===== config.mk =====
export PLATFORM = sky130hd
export DESIGN_NAME = ball_move_sched
export DESIGN_NICKNAME = d
export VERILOG_FILES = /design/src/rtl/ball_move_sched.sv
export SDC_FILE = /design/constraint.sdc
export NUM_CORES = 1
export LEC_CHECK = 0
export CAP_MARGIN = 10
export CORE_UTILIZATION = 30
export CTS_CLUSTER_SIZE = 24
export DETAILED_ROUTE_END_ITERATION = 12
export DONT_BUFFER_PORTS = 1
export SYNTH_ARGS = -nofsm -noshare
export SYNTH_HDL_FRONTEND = slang
export SYNTH_SLANG_ARGS = --single-unit

===== constraint.sdc =====
create_clock -name clk -period 1.95 [get_ports clk]
set_input_delay 0.0975 -clock clk [delete_from_list [all_inputs] [get_ports clk]]
set_output_delay 0.0975 -clock clk [all_outputs]
set_load 0.005 [all_outputs]

===== src/rtl/ball_move_sched.sv =====
// Frame-synchronous move scheduler: per-ball frame-rate dividers gated by a
// stop/serve/run sequence, with move strobes issued at the frame boundary.
module ball_move_sched #(
  parameter int NBALLS       = 4,
  parameter int SPEEDW       = 4,
  parameter int FRAME_LINE   = 480,
  parameter int SERVE_FRAMES = 60
) (
  input  logic                     clk,
  input  logic                     rst,
  input  logic                     pixpulse,
  input  logic [9:0]               hcount,
  input  logic [9:0]               vcount,
  input  logic                     run,
  input  logic [NBALLS*SPEEDW-1:0] speed,
  output logic [NBALLS-1:0]        move,
  output logic                     frame_tick,
  output logic [1:0]               state,
  output logic [15:0]              frame_count
);

  localparam logic [9:0]  FRAME_V    = 10'(FRAME_LINE);
  localparam logic [15:0] SERVE_LAST = 16'(SERVE_FRAMES - 1);

  typedef enum logic [1:0] {
    ST_STOP  = 2'b00,
    ST_SERVE = 2'b01,
    ST_RUN   = 2'b10
  } state_t;

  state_t              cur_state;
  state_t              next_state;
  logic                frame_e;
  logic                enter_serve;
  logic                serve_step;
  logic                run_step;
  logic [15:0]         serve_cnt;
  logic [NBALLS-1:0]   fire_vec;

  assign frame_e = pixpulse && (hcount == 10'd0) && (vcount == FRAME_V);
  assign state   = cur_state;

  always_ff @(posedge clk or posedge rst) begin
    if (rst) cur_state <= ST_STOP;
    else     cur_state <= next_state;
  end

  // Dropping run overrides every other transition.
  always_comb begin
    next_state = cur_state;
    if (!run) begin
      next_state = ST_STOP;
    end else begin
      case (cur_state)
        ST_STOP:  next_state = ST_SERVE;
        ST_SERVE: if (frame_e && (serve_cnt == SERVE_LAST)) next_state = ST_RUN;
        ST_RUN:   next_state = ST_RUN;
        default:  next_state = ST_STOP;
      endcase
    end
  end

  always_comb begin
    enter_serve = 1'b0;
    serve_step  = 1'b0;
    run_step    = 1'b0;
    case (cur_state)
      ST_STOP:  enter_serve = run;
      ST_SERVE: serve_step  = run & frame_e;
      ST_RUN:   run_step    = run & frame_e;
      default:  ;
    endcase
  end

  always_ff @(posedge clk or posedge rst) begin
    if (rst)              serve_cnt <= 16'd0;
    else if (enter_serve) serve_cnt <= 16'd0;
    else if (serve_step)  serve_cnt <= serve_cnt + 16'd1;
  end

  always_ff @(posedge clk or posedge rst) begin
    if (rst)              frame_count <= 16'd0;
    else if (enter_serve) frame_count <= 16'd0;
    else if (run_step)    frame_count <= frame_count + 16'd1;
  end

  for (genvar i = 0; i < NBALLS; i++) begin : g_ball
    logic [SPEEDW-1:0] spd;
    logic [SPEEDW-1:0] cnt;
    logic [SPEEDW-1:0] cnt_next;
    logic              fire;

    assign spd = speed[i*SPEEDW +: SPEEDW];

    // >= rather than == so a lowered speed fires at once instead of wrapping.
    always_comb begin
      fire     = 1'b0;
      cnt_next = cnt;
      if (spd == '0) begin
        cnt_next = '0;
      end else if (cnt >= spd - 1'b1) begin
        cnt_next = '0;
        fire     = 1'b1;
      end else begin
        cnt_next = cnt + 1'b1;
      end
    end

    always_ff @(posedge clk or posedge rst) begin
      if (rst)              cnt <= '0;
      else if (enter_serve) cnt <= '0;
      else if (run_step)    cnt <= cnt_next;
    end

    assign fire_vec[i] = fire;
  end

  // A set strobe survives until the next pixel-enabled edge, so each ball
  // samples it on exactly one pixpulse cycle.
  always_ff @(posedge clk or posedge rst) begin
    if (rst)           move <= '0;
    else if (!run)     move <= '0;
    else if (run_step) move <= fire_vec;
    else if (pixpulse) move <= '0;
  end

  always_ff @(posedge clk or posedge rst) begin
    if (rst) frame_tick <= 1'b0;
    else     frame_tick <= frame_e;
  end

endmodule


## Word level (Yosys, flattened, before mapping)

Cells that the tools add are included.

- Register bits after elaboration: 55
- Input port bits: 40
- Output and inout port bits: 23
- Word-level logic and storage cells: 78

- Add/subtract/negate cells: 10
- Order comparisons: 4
- Equality and inequality tests: 6
- Multiplexer cells: 37
- Bitwise logic cells: 1
- Reductions and logical operators: 11

Operator list:

| cell | number |
|---|---|
| two-way mux 4 bit | 19 |
| two-way mux 16 bit | 4 |
| adder 16 x 1 -> 16 bit, second input constant | 2 |
| adder 4 x 1 -> 4 bit, second input constant | 4 |
| equality test 16 x 6 -> 1 bit, second input constant | 1 |
| greater-or-equal comparator 4 bit | 4 |
| logical NOT 4 bit | 4 |
| subtractor 4 x 1 -> 4 bit, second input constant | 4 |
| two-way mux 1 bit | 11 |
| equality test 10 x 9 -> 1 bit, second input constant | 1 |
| logical NOT 10 bit | 1 |
| case mux 2 bit (3 select lines) | 1 |
| two-way mux 2 bit | 2 |
| nonzero test 2 bit | 2 |
| logical AND 1 bit | 3 |
| inequality test 3 x 2 -> 1 bit, second input constant | 1 |
| inequality test 3 bit, second input constant | 1 |
| equality test 2 x 1 -> 1 bit, second input constant | 1 |
| equality test 2 bit, second input constant | 1 |
| logical NOT 2 bit | 1 |
| AND 1 bit | 1 |

## Logic depth before layout (Yosys ltp)

Gate-level depths: netlist of run 1.

- Depth in word-level cells: 7
- Depth in mapped cells: 9

## Worst setup path after synthesis of run 1

Ideal clock, no wire load.

- Kind: register to register
- From: register g_ball[3].cnt[0]
- To: register g_ball[3].cnt[3]
- Arrival: 1924 ps
- Required time: 1849 ps
- Slack: -75 ps
- Cell stages (with the launch flop): 8
- Clock period less this slack: 2025 ps
- Path through: dfrtp_1 -> inv_1 -> ha_1 -> nand2b_1 -> a2111o_1 -> a21boi_0 -> a21oi_1 -> nor4_1

- Longest elaborated chain between the ends: 5
- Elaborated cells on any way between the ends: 6

RTL lines:

| element | line | RTL |
|---|---|---|
| from (decl) | 89 | `logic [SPEEDW-1:0] cnt;` |
| from (signal assigned) | 112 | `else if (run_step) cnt <= cnt_next;` |
| adder 4 x 1 -> 4 bit or greater-or-equal comparator 4 bit (tied branches) | 105, 101 |  |
| two-way mux 4 bit * | 101 | `end else if (cnt >= spd - 1'b1) begin` |
| two-way mux 4 bit * | 99 | `if (spd == '0) begin` |
| two-way mux 4 bit * | 112 |  |
| two-way mux 4 bit * | 111 | `else if (enter_serve) cnt <= '0;` |

Mark *: on every way between the ends. The rest lies on a longest branch, timed or not. The select of a mux whose other input is x is not followed.
A chain may end at the register's enable or synchronous reset.

## Final worst setup path of run 1

- From: register cur_state[0] (netlist: state[0])
- To: register frame_count[5]

- Longest elaborated chain between the ends: 3
- Elaborated cells on any way between the ends: 6

RTL lines:

| element | line | RTL |
|---|---|---|
| from (decl) | 31 | `state_t cur_state;` |
| from (signal assigned) | 45 | `else cur_state <= next_state;` |
| equality test 2 bit or logical NOT 2 bit (tied branches) | 67 | `case (cur_state)` |
| two-way mux 1 bit | 67 |  |
| nonzero test 2 bit (no line) or two-way mux 16 bit (tied branches) | - |  |
| to (signal assigned) | 84 | `else if (run_step) frame_count <= frame_count + 16'd1;` |
| to (decl) | 19 | `output logic [15:0] frame_count` |

Several ways; a longest one is shown, not always the timed one.

==> results.txt, run 1 <==
- The flow ran to the end, but the final reports show violations.
- The final reports fail on DRC.
- Clock tree synthesis found a total of 55 sinks.
- The worst hold path passes through 2 cells.
- Across the run, the number of max-cap violations was 0.
- Power per cell area: 620 mW/mm^2
- Primary flip-flop cell chosen by synthesis mapping: dfrtp_1
- Global routing consumed, on the met1 layer, 18.9% of the routing resources.
* Routing usage on met3: 3.54%
- Async S/R FF share, synth: 100%
* Post-route standard cell area excluding fillers: 0.00424 sq mm
* Die Span X: 111 um
* Top Family by Delay on Critical Path: simple AND/OR/NAND/NOR gates
* Final global-route overflow total: 0
- The worst setup path is launched from a flip-flop.
* Count of input and output buffers: 0
* Cell breakdown of the critical path: inv_2 > ha_2 > and2_4 > nand4bb_4 > or2_4 > nor3_1 > mux2i_1
- The final-report hold violation count came to 0.
* Final Routed Wirelength: 9.33 mm
* YS warnings: 0
* Number of inserted filler cells in the final layout: 1129
- Critical Path AT: 2070 ps
- Global routing used 25.9% of the available met2 tracks.
- In the final routed layout, each cell accounts on average for 16.4 um.
* Post-synthesis instance area: 0.00359 sq mm
* Maximum number of pins on one net before global-route repair: 29
- Among all stages on the critical path, the largest delay is contributed by dfrtp_1.
* Initial core utilization: 31.1%
* Number of storage elements in the synthesis netlist: 55
- Critical path buffer and inverter count: 1
* Antenna violations before repair: 0
- Sort of element at the end of the critical path: flip-flop
- P_leak: 1.83 nW
- In the synthesized netlist, the number of instances is 394.
- Number of endpoints failing setup at the final stage: 0
- Area of the core: 0.0116 sq mm
* Total Power: 2.63 mW
- During I/O placement, the number of pins put on the boundary was 63.
* Global Route Usage Sum: 14.9%
- The detail route stage leaves a number of antenna-violating nets equal to 0.
* Drt pass-1 iters: 8
- Via count of the first global-routing pass: 2968
- Row generation in the floorplan step produced 39 rows.
* Worst-case reg-to-reg path depth: 7
* Headroom to the max-slew limit: 56.7%
* Via density per instance: 5.42
- Maximum count of clock buffers along a single path: 2
- Averaged over all synthesized cells, the footprint is 9.12 sq um.
- The largest single stage delay on the critical path is 410 ps.
* TritonCTS Buffers: 5
- TritonCTS built the clock tree.
- Post-route clock period utilization: 95.3%
* Routability cong.: 0.767
- Mapped Nets: 463
- Number of pins exceeding their max-slew limit in the final report: 0
* Maximum vdd drop: 372 uV
* Post-Place Setup Slack: -24.4 ps
- Sequential share of the synthesized area: 38.3%
* Number of enable-type register cells in the synthesized netlist: 0
- The routed design could run at a clock period as short as 1860 ps.
* Die extent in y: 111 um
- The net count of the finished layout is 493.
- Worst setup path class: reg2reg
- Clk pin slew, worst setup/hold paths: 70 ps
* Layout overhead on the synthesized area: 18.1%
- Yosys mapped the design onto 50 distinct sky130hd cell types.
* Unrepaired setup endpoints after global routing: yes
* Clock root buffer master: clkbuf_16
- At the worst endpoint, the required time is 2160 ps.
- HPWL Detailed: 6.95 mm
- Remaining DRCs: 2
- Once placement finished, the instance area stood at 0.00395 sq mm.
- Clock latency on the worst-skew pair, taken at its later pin, is 290 ps.
* Post-route clock skew: 2.42 ps
- The min-delay analysis places its worst path in the category in2reg.
- Diode count: 0
- Clock H-tree levels: 2
* Worst R2R Setup Slack: 90 ps
- Achievable clock frequency: 538 MHz
- The die covers 0.0124 sq mm.
- Hold is met by 16.2 ps.
- The first global-routing pass estimated 15.1 mm of wire.
* Global route hottest layer: met2
- In the final layout, the share of cells above drive strength 1 is 17.9%.
- Tightest Pin Transition: 648 ps
* Initial drt markers: 129
* Number of vias after detailed routing: 3078
- In the post-route analysis, the smallest setup slack over all paths is 90.8 ps.
- The critical path crosses 7 cells after its start point.
- Largest driver fanout on the critical path: 5
sequential cells by signal, indices dropped and copies added (netlist names):
register and cells:
state 2, frame_tick 1, g_ball.cnt 16, move 4
frame_count 16, serve_cnt 16
what timing repair did:
| item | 4_1_cts | 5_1_grt |
|---|---|---|
| setup buffers | 2 | 2 |
| hold buffers | 2 | 0 |
| setup endpoints to repair | 3 | 32 |
| hold endpoints to repair | 28 | 0 |
| resized for setup | 1 | 28 |
| cloned | 0 | 1 |
| pin swaps | 1 | 9 |
per-stage QoR:
stage / utilization, % / setup TNS [ps] / cells
4_1_cts: 35.7 / 0 / 565
5_1_grt: 36.7 / -45.8 / 568
3_5_place_dp: 34.2 / -42.7 / 553
6_report: 36.7 / 0 / 568
3_3_place_gp: 34.2 / 0 / 553
2_1_floorplan: - / 0 / 394
logic make-up after synthesis:
family | count (synthesis) | synth area share [%]
xor+xnor | 24 | 5.85
fa+ha+maj | 29 | 10.1
mux | 5 | 1.39
compound gates | 67 | 12.2
flops | 55 | 38.3
simple gates | 173 | 27.7
buf+inv | 41 | 4.52
layout make-up:
| cell class | count | area (sq um) | share of cell area, % |
|---|---|---|---|
| Timing Repair Buffer | 36 | 295 | 6.96 |
| Tap cell | 143 | 179 | 4.22 |
| Sequential cell | 55 | 1380 | 32.4 |
| Clock buffer | 7 | 133 | 3.12 |
| Clock inverter | 1 | 5.00 | 0.118 |
| Inverter | 27 | 104 | 2.45 |
| Multi-Input combinational cell | 299 | 2150 | 50.7 |
placed cells by master, fill, tap and decap left out, drive strengths merged, types with 9 or more instances in the layout:
master	synthesis	layout
nor2	32	32
a21oi	22	22
dfrtp	55	55
nand4	15	16
nand2b	9	9
nand3	29	29
ha	29	29
xnor2	20	20
o21ai	13	13
buf	8	34
nor4	17	17
nor3	11	11
nand2	30	30
inv	27	27
report_power, final:
group	switching (mW)	leakage, nW	total [mW]	internal, mW
logic	0.356	0.995	0.579	0.223
registers	0.0175	0.767	1.17	1.16
clock network	0.404	0.0679	0.880	0.477
cells in the mapped netlist (all sizes together), types with 2 or more instances:
library cell	n	area, sq um
dfrtp	55	1380
nor2	32	123
nand2	30	113
ha	29	363
nand3	29	145
inv	27	101
a21oi	22	110
xnor2	20	175
nor4	17	161
nand4	15	109
o21ai	13	65.1
nor3	11	55.1
nand2b	9	56.3
buf	8	38.8
o31ai	8	60.1
or3	7	43.8
clkbuf	6	22.5
or4	6	45.0
mux2i	5	50.1
and4	4	35.0
xor2	4	35.0
a31o	3	26.3
and2	3	18.8
nor2b	3	18.8
or2	3	18.8
a211o	2	17.5
a221oi	2	17.5
a22o	2	17.5
o2111ai	2	17.5
o21a	2	15.0
o2bb2ai	2	17.5
o311ai	2	17.5
metal layers:
metal  routed length, um  vias up
met2                4520       83
met4                 100        0
met1                4180     1489
met5                   0        -
li1                    -     1494
met3                 535       12
worst paths after layout:
path	start	end
setup / recovery	state[0]$_DFFE_PP0P_	frame_count[5]$_DFFE_PP0P_
hold / removal	run	state[0]$_DFFE_PP0P_
setup reg to reg	state[0]$_DFFE_PP0P_	frame_count[5]$_DFFE_PP0P_
hold reg to reg	move[1]$_DFFE_PP0P_	move[1]$_DFFE_PP0P_
max in group asynchronous	rst	frame_count[3]$_DFFE_PP0P_
min in group asynchronous	rst	serve_cnt[10]$_DFFE_PP0P_
Power figures use the tool's default switching activity.
==> run 2, diff against run 1 <==
Settings changed: CELL_PAD_IN_SITES_DETAIL_PLACEMENT set to 1, CELL_PAD_IN_SITES_GLOBAL_PLACEMENT set to 1, HOLD_SLACK_MARGIN set to 0.12, PLACE_DENSITY_LB_ADDON set to 0.1.
==> run 2 against run 1 <==
Compared with the run above:
- the flow still finishes with violations (DRC)
- maximum frequency down 2.2%
- clock power up 20%
- wire length up 7.0%
- sequential cell count unchanged
- global-route usage up 1.3 points
- via count up 0.55%
- hold slack better by 120 ps
- sequential share of layout area down 1.1 points
- worst setup slack worse by 42 ps
- combinational power up 8.1%
- largest cell class unchanged
==> results.txt, run 2 (synthesized netlist as in run 1, its figures left out) <==
- Achievable clock frequency: 526 MHz (was 538 MHz)
* Initial core utilization: 31.1% (unchanged)
* TritonCTS Buffers: 5 (unchanged)
- Total Power: 2.85 mW (was 2.63 mW)
* Cell with the largest stage delay on the worst path: or4_1 (was dfrtp_1)
- Layout Nets: 506 (was 493)
- The required time of the critical path was 2180 ps (was 2160 ps).
- The critical-path maximum fanout was 7 (was 5).
- Maximum vdd drop: 446 uV (was 372 uV)
* HPWL Detailed: 7.26 mm (was 6.95 mm)
* Count of input and output buffers: 0 (unchanged)
- The number of max-cap violations is 0 (unchanged).
- Worst-case reg-to-reg path depth: 8 (was 7)
- Cell breakdown of the critical path: inv_1 > ha_1 > nand3_1 > inv_2 > nand4_4 > buf_4 > or4_1 > nand2_1 (was inv_2 > ha_2 > and2_4 > nand4bb_4 > or2_4 > nor3_1 > mux2i_1)
- The final clock skew came to 8.50 ps (was 2.42 ps).
* Die Span X: 111 um (unchanged)
* Drt pass-1 iters: 8 (unchanged)
- Post-route standard cell area excluding fillers: 0.00440 sq mm (was 0.00424 sq mm)
* Post-Place Setup Slack: -27.8 ps (was -24.4 ps)
- The delay of the slowest cell on the worst path was 460 ps (was 410 ps).
- Worst Hold End: serve_cnt[2]$_DFFE_PP0P_ (was state[0]$_DFFE_PP0P_)
- Final Routed Wirelength: 9.98 mm (was 9.33 mm)
- Number of vias after detailed routing: 3095 (was 3078)
- Failing checks: DRC (unchanged)
* Die extent in y: 111 um (unchanged)
- The startpoint of the lowest-slack hold path is run (unchanged).
* Worst R2R Setup Slack: 50 ps (was 90 ps)
- Remaining antenna violation count: 0 (unchanged)
- P_leak: 1.92 nW (was 1.83 nW)
- Worst reg2reg startpoint: state[1]$_DFFE_PP0P_ (was state[0]$_DFFE_PP0P_)
- Via count of the first global-routing pass: 3276 (was 2968)
- The last weighted congestion value of the routability-driven placer was 0.745 (was 0.767).
* Final hold vios: 0 (unchanged)
- CTS tree: done (unchanged)
- The first-pass GRT wire length came to 16.4 mm (was 15.1 mm).
- The setup violation total in the final timing report was 0 (unchanged).
- Global Route Usage Sum: 16.3% (was 14.9%)
- Run status: finished, violations left (unchanged).
* Diode count: 0 (unchanged)
- Initial drt markers: 89 (was 129)
- The power per cell area is 649 mW/mm^2 (was 620 mW/mm^2).
- The maximum buffer depth of the clock tree was 2 (unchanged).
- The critical register-to-register path endpoint was serve_cnt[12]$_DFFE_PP0P_ (was frame_count[5]$_DFFE_PP0P_).
* Area of the core: 0.0116 sq mm (unchanged)
* Unrepaired setup endpoints after global routing: yes (unchanged)
- Sort of element at the end of the critical path: flip-flop (unchanged)
- The number of levels the H-tree was split into came to 2 (unchanged).
- The final count of pins violating max slew came to 0 (unchanged).
- Post-route clock period utilization: 97.5% (was 95.3%)
- Tightest Pin Transition: 416 ps (was 648 ps)
* Hold WS: 137 ps (was 16.2 ps)
- Remaining DRCs: 8 (was 2)
- Most frequent standard cell in the layout excluding fill and tap cells: dfrtp_1 (unchanged)
- The cell area reported after detailed placement is 0.00400 sq mm (was 0.00395 sq mm).
- The overall overflow remaining after global route came to 0 (unchanged).
* Top flop regs: frame_count: 16 flops, g_ball.cnt: 16 flops, serve_cnt: 16 flops (unchanged)
- Worst Hold Depth: 4 (was 2)
- The clock-pin slew reported for the worst setup and hold paths after clock tree synthesis came to 70 ps (about the same).
- The number of top-level pins is 63 (unchanged).
- The standard-cell row count was 39 (unchanged).
* Headroom to the max-slew limit: 71.9% (was 56.7%)
* Ratio of cells with drive above 1 in the final layout: 19.2% (was 17.9%)
* Highest-count cells in the layout ignoring fill and taps: 55 x dfrtp_1, 42 x buf_4, 31 x nor2_1, 30 x nand2_1 (was 55 x dfrtp_1, 31 x nor2_1, 31 x buf_4, 30 x nand2_1, 28 x nand3_1)
- The routed wirelength normalized by instance count was 17.2 um (was 16.4 um).
* Layout overhead on the synthesized area: 22.3% (was 18.1%)
* Share of the core filled with cells: 38.0% (was 36.7%)
* Via density per instance: 5.33 (was 5.42)
- The minimum clock period after layout was 1900 ps (was 1860 ps).
* Hold crit path type: in2reg (unchanged)
- Worst-Skew Late Latency: 290 ps (about the same)
- Clock root buffer master: clkbuf_16 (unchanged)
- Crit path launch type: flip-flop (unchanged)
* Die area: 0.0124 sq mm (unchanged)
- Maximum number of pins on one net before global-route repair: 56 (was 29)
- The critical setup path kind is reg2reg (unchanged).
- Count of clock tree sinks: 55 (unchanged)
- The post-layout worst setup margin came to 48.4 ps (was 90.8 ps).
- The data arrival time of the worst path was 2130 ps (was 2070 ps).
- The number of antenna violations at the first check in global routing came to 0 (unchanged).
[run 2: cell types whose count changed in the layout (fill, tap and decap cells not counted), moves of 2 or more]
cell and delta:
ha_2 -2, a21oi_2 -2, clkbuf_1 -2, or4_1 +2
dlygate4sd3_1 +3, or4_4 -2, buf_4 +11, a21oi_1 +2
[run 2: worst max-delay path, delay by kind of cell, from the launching register on]
kind | cells | cell delay [ps]
fa+ha+maj | 1 | 170
buf+inv | 3 | 430
flops | 1 | 410
simple gates | 4 | 830
[run 2: where the power goes]
group          switching (mW)  internal, mW
Clock                   0.417         0.640
Combinational           0.383         0.244
Sequential             0.0125          1.16
[run 2: area by class of cell]
class | count | area [sq um]
sequential | 55 | 1380
tap | 143 | 179
inverter | 27 | 101
multi-input combinational | 299 | 2170
timing repair buffer | 49 | 397
clock buffer | 6 | 139
clock inverter | 2 | 35.0
fill | 1343 | 7170
[run 2: how the worst max path moves through the flow]
stage                                      start  cells past startpoint                           end
finish                      state[1]$_DFFE_PP0P_                      8     serve_cnt[12]$_DFFE_PP0P_
global route        g_ball[3].cnt[0]$_DFFE_PP0P_                      8  g_ball[3].cnt[3]$_DFFE_PP0P_
global placement    g_ball[3].cnt[0]$_DFFE_PP0P_                      8  g_ball[3].cnt[3]$_DFFE_PP0P_
CTS                         state[1]$_DFFE_PP0P_                      7     serve_cnt[15]$_DFFE_PP0P_
floorplan                   state[0]$_DFFE_PP0P_                      8   frame_count[13]$_DFFE_PP0P_
detailed placement          state[0]$_DFFE_PP0P_                      7   frame_count[13]$_DFFE_PP0P_
[run 2: metrics by stage]
stage	setup TNS, ps	std cells
after global routing	-137	581
final	0	581
after global placement	0	560
after floorplan	0	394
after detailed placement	-59.5	560
after CTS	0	575
[run 2: routing by layer]
layer	GRT usage, %	vias to the layer above	wire length [um]
li1	-	1514	-
met1	20.8	1542	4700
met2	29.4	37	4960
met3	2.50	2	273
met4	2.43	0	44
met5	0	-	0
[run 2: what timing repair did]
| item | 4_1_cts | 5_1_grt |
|---|---|---|
| pin swaps | 3 | 10 |
| buffers inserted | 2 | 5 |
| resized for setup | 3 | 19 |
| endpoints found under the setup margin | 6 | 28 |
| hold endpoints to repair | 59 | 0 |
| cloned | 0 | 1 |
| hold buffers | 5 | 0 |
==> run 3, diff against run 2 <==
Settings changed: CORE_ASPECT_RATIO set to 0.75.
==> run 3 against run 2 <==
Compared with the run above:
- the run now ends clean
- wire length grew 3.5%
- hold slack better by 14 ps
- clock-buffer cell count down 1
- non-clock buffer count grew 2
- clock skew shrank 1.6 ps
- sequential share of layout area is 0.12 points higher
- design area decreased by 0.20%
- utilization shrank 0.24 points
- combinational power down 2%
- critical path depth down 1
- cell count grew 3.4%
- largest cell class unchanged
==> results.txt, run 3 (synthesized netlist as in run 1, its figures left out) <==
- Routing usage on met3: 3.32% (was 2.50%)
* Diode count: 0 (unchanged)
- Remaining DRCs: 0 (was 8)
- The setup violation total in the final timing report is 0 (unchanged).
- Placed inst area: 0.00404 sq mm (was 0.00400 sq mm)
* Layout Nets: 508 (was 506)
- The clock-pin slew reported for the worst setup and hold paths after clock tree synthesis came to 70 ps (about the same).
- The vias per cell came to 5.15 (was 5.33).
- The element type at the critical path start is a flip-flop (unchanged).
* Sw frac: 30.8% (was 28.5%)
- The total vias in the final route came to 3098 (was 3095).
- Hold WS: 151 ps (was 137 ps)
- Highest-count cells in the layout ignoring fill and taps: 53 x dfrtp_1, 44 x buf_4, 30 x nor2_1, 30 x nand2_1, 28 x nand3_1 (was 55 x dfrtp_1, 42 x buf_4, 31 x nor2_1, 30 x nand2_1)
- The DRC marker count from the first detailed-route iteration is 121 (was 89).
- The starting density of the core came to 31.0% (was 31.1%).
- The overall overflow remaining after global route was 0 (unchanged).
* Unrepaired setup endpoints after global routing: yes (unchanged)
* Cell breakdown of the critical path: inv_2 > ha_1 > and2_4 > nand4bb_4 > or2_4 > nor4_4 > mux2i_1 (was inv_1 > ha_1 > nand3_1 > inv_2 > nand4_4 > buf_4 > or4_1 > nand2_1)
- Largest stage delay on the critical path: 410 ps (was 460 ps)
- Layout overhead on the synthesized area: 22.0% (was 22.3%)
- The estimated wirelength of the detail-placed design was 7.83 mm (was 7.26 mm).
- The number of clock sinks seen by CTS was 55 (unchanged).
* Worst setup path class: reg2reg (unchanged)
* Post-route clock skew: 6.95 ps (was 8.50 ps)
- Per-cell routed wire length: 17.2 um (about the same)
- Drt pass-1 iters: 4 (was 8)
* Via count of the first global-routing pass: 3263 (was 3276)
- The relative contribution of combinational cells to total power is 22.7% (was 22.0%).
* Maximum count of clock buffers along a single path: 2 (unchanged)
- Global Route Usage Sum: 17.3% (was 16.3%)
- The cell type of the slowest stage on the worst timing path was dfrtp_1 (was or4_1).
- Post-route clock period utilization: 96.6% (was 97.5%)
* Die extent in y: 96.8 um (was 111 um)
* P_leak: 1.91 nW (was 1.92 nW)
- Die Span X: 128 um (was 111 um)
* Total Power: 2.69 mW (was 2.85 mW)
- The number of top-level pins is 63 (unchanged).
- CP Data Required Time: 2170 ps (was 2180 ps)
* Post-route standard cell area excluding fillers: 0.00439 sq mm (was 0.00440 sq mm)
- Clock H-tree levels: 2 (unchanged)
- The count of buffers inserted at the top-level ports was 0 (unchanged).
* TritonCTS Buffers: 5 (unchanged)
- Largest driver fanout on the critical path: 5 (was 7)
* M2 GR Usage: 25.1% (was 29.4%)
* Share of total power in sequential cells: 43.6% (was 41.0%)
- The switching power was 828 uW (was 812 uW).
- Maximum number of pins on one net before global-route repair: 26 (was 56)
* Number of pins exceeding their max-slew limit in the final report: 0 (unchanged)
- CTS tree: done (unchanged)
- Power per cell area: 613 mW/mm^2 (was 649 mW/mm^2)
* Global-route wire length before repair: 16.9 mm (was 16.4 mm)
- Critical Path AT: 2110 ps (was 2130 ps)
* Global route hottest layer: met1 (was met2)
- The end-of-flow core utilization was 37.8% (was 38.0%).
- The endpoint kind of the worst setup timing path is a flip-flop (unchanged).
- Ratio of cells with drive above 1 in the final layout: 19.8% (was 19.2%)
- Final Routed Wirelength: 10.3 mm (was 9.98 mm)
- Tightest Pin Transition: 581 ps (was 416 ps)
- Final total negative setup slack: 0 ps (unchanged)
* Part of the power in the clock network: 33.7% (was 37.1%)
* Internal power summed over all cells: 1.86 mW (was 2.04 mW)
- The root buffer cell was clkbuf_16 (unchanged).
- Maximum vdd drop: 340 uV (was 446 uV)
- Headroom to the max-slew limit: 61.2% (was 71.9%)
- Area of the core: 0.0116 sq mm (about the same)
* Worst R2R Setup Slack: 70 ps (was 50 ps)
- The last weighted congestion value of the routability-driven placer is 0.721 (was 0.745).
- Max-cap violation count: 0 (unchanged)
* Hold crit path type: in2reg (unchanged)
* Row cnt: 34 (was 39)
- Post-layout minimum cycle time: 1880 ps (was 1900 ps)
- Achievable clock frequency: 531 MHz (was 526 MHz)
* Final hold vios: 0 (unchanged)
- Run status: finished clean (was finished, violations left).
- Most frequent standard cell in the layout excluding fill and tap cells: dfrtp_1 (unchanged)
- The number of antenna violations at the first check in global routing came to 0 (unchanged).
* Number of inserted filler cells in the final layout: 1340 (was 1343)
* Met1 usage: 26.2% (was 20.8%)
- The source-to-sink clock delay at the later pin of the worst-skew pair was 300 ps (was 290 ps).
- Remaining antenna violation count: 0 (unchanged)
- Top flop regs: frame_count: 16 flops, g_ball.cnt: 16 flops, serve_cnt: 16 flops (unchanged).
- Die area: 0.0124 sq mm (about the same)
==> run 3: changes by cell type in the layout (fill, tap and decap cells not counted), sizes merged <==
cell / before / now
bufinv: 1 / 0
clkinv: 1 / 2
buf: 44 / 46
clkbuf: 6 / 5
==> run 3: path summary, 6_finish.rpt <==
path                                       from                            to  depth (start not counted)
setup / recovery           state[0]$_DFFE_PP0P_   frame_count[13]$_DFFE_PP0P_                          7
hold / removal                        speed[15]           move[3]$_DFFE_PP0P_                          4
setup reg to reg           state[0]$_DFFE_PP0P_   frame_count[13]$_DFFE_PP0P_                          7
hold reg to reg             move[2]$_DFFE_PP0P_           move[2]$_DFFE_PP0P_                          1
max in group asynchronous                   rst   frame_count[13]$_DFFE_PP0P_                          3
min in group asynchronous                   rst  g_ball[0].cnt[2]$_DFFE_PP0P_                          2
==> run 3: timing repair <==
action                                  CTS  global route
setup buffers                             1             5
resized for setup                         2            26
pin swaps                                 1             6
hold buffers                              5             0
endpoints found under the setup margin    3            35
cloned                                    0             1
hold endpoints to repair                 26             0
==> run 3: worst max-delay path: cells and delay by family (launching register included) <==
kind                     cells  cell delay (ps)
multiplexers                 1              210
buffers and inverters        1               80
flip-flops                   1              410
adder cells (fa/ha/maj)      1              170
AND/OR/NAND/NOR              4              930
==> run 3: through the flow <==
step	worst slack (ps)	instances
after floorplan	10.4	394
after global routing	-31.3	601
after detailed placement	-77.0	582
after global placement	12.1	582
after CTS	-20.5	595
final	65.7	601
==> run 3: area by class of cell <==
| class | count | area [sq um] | share of cell area [%] |
|---|---|---|---|
| Sequential cell | 55 | 1380 | 31.4 |
| Tap cell | 162 | 203 | 4.62 |
| Clock inverter | 2 | 13.8 | 0.314 |
| Inverter | 27 | 101 | 2.31 |
| Clock buffer | 5 | 125 | 2.85 |
| Multi-Input combinational cell | 299 | 2160 | 49.3 |
| Timing Repair Buffer | 51 | 403 | 9.18 |
==> run 3: per-layer routing <==
layer | up-vias | part of all wire [%]
met5 | - | 0
met1 | 1516 | 55
met4 | 0 | 0.92
li1 | 1529 | -
met2 | 45 | 41
met3 | 8 | 3.5
==> run 3: power groups by stage <==
stage	sequential (mW)	combinational, mW	clock, mW
after CTS	1.17	0.585	0.940
after floorplan	1.19	0.335	0
after detailed placement	1.19	0.572	0
after global routing	1.17	0.688	0.983
after global placement	1.19	0.564	0
final	1.17	0.612	0.906
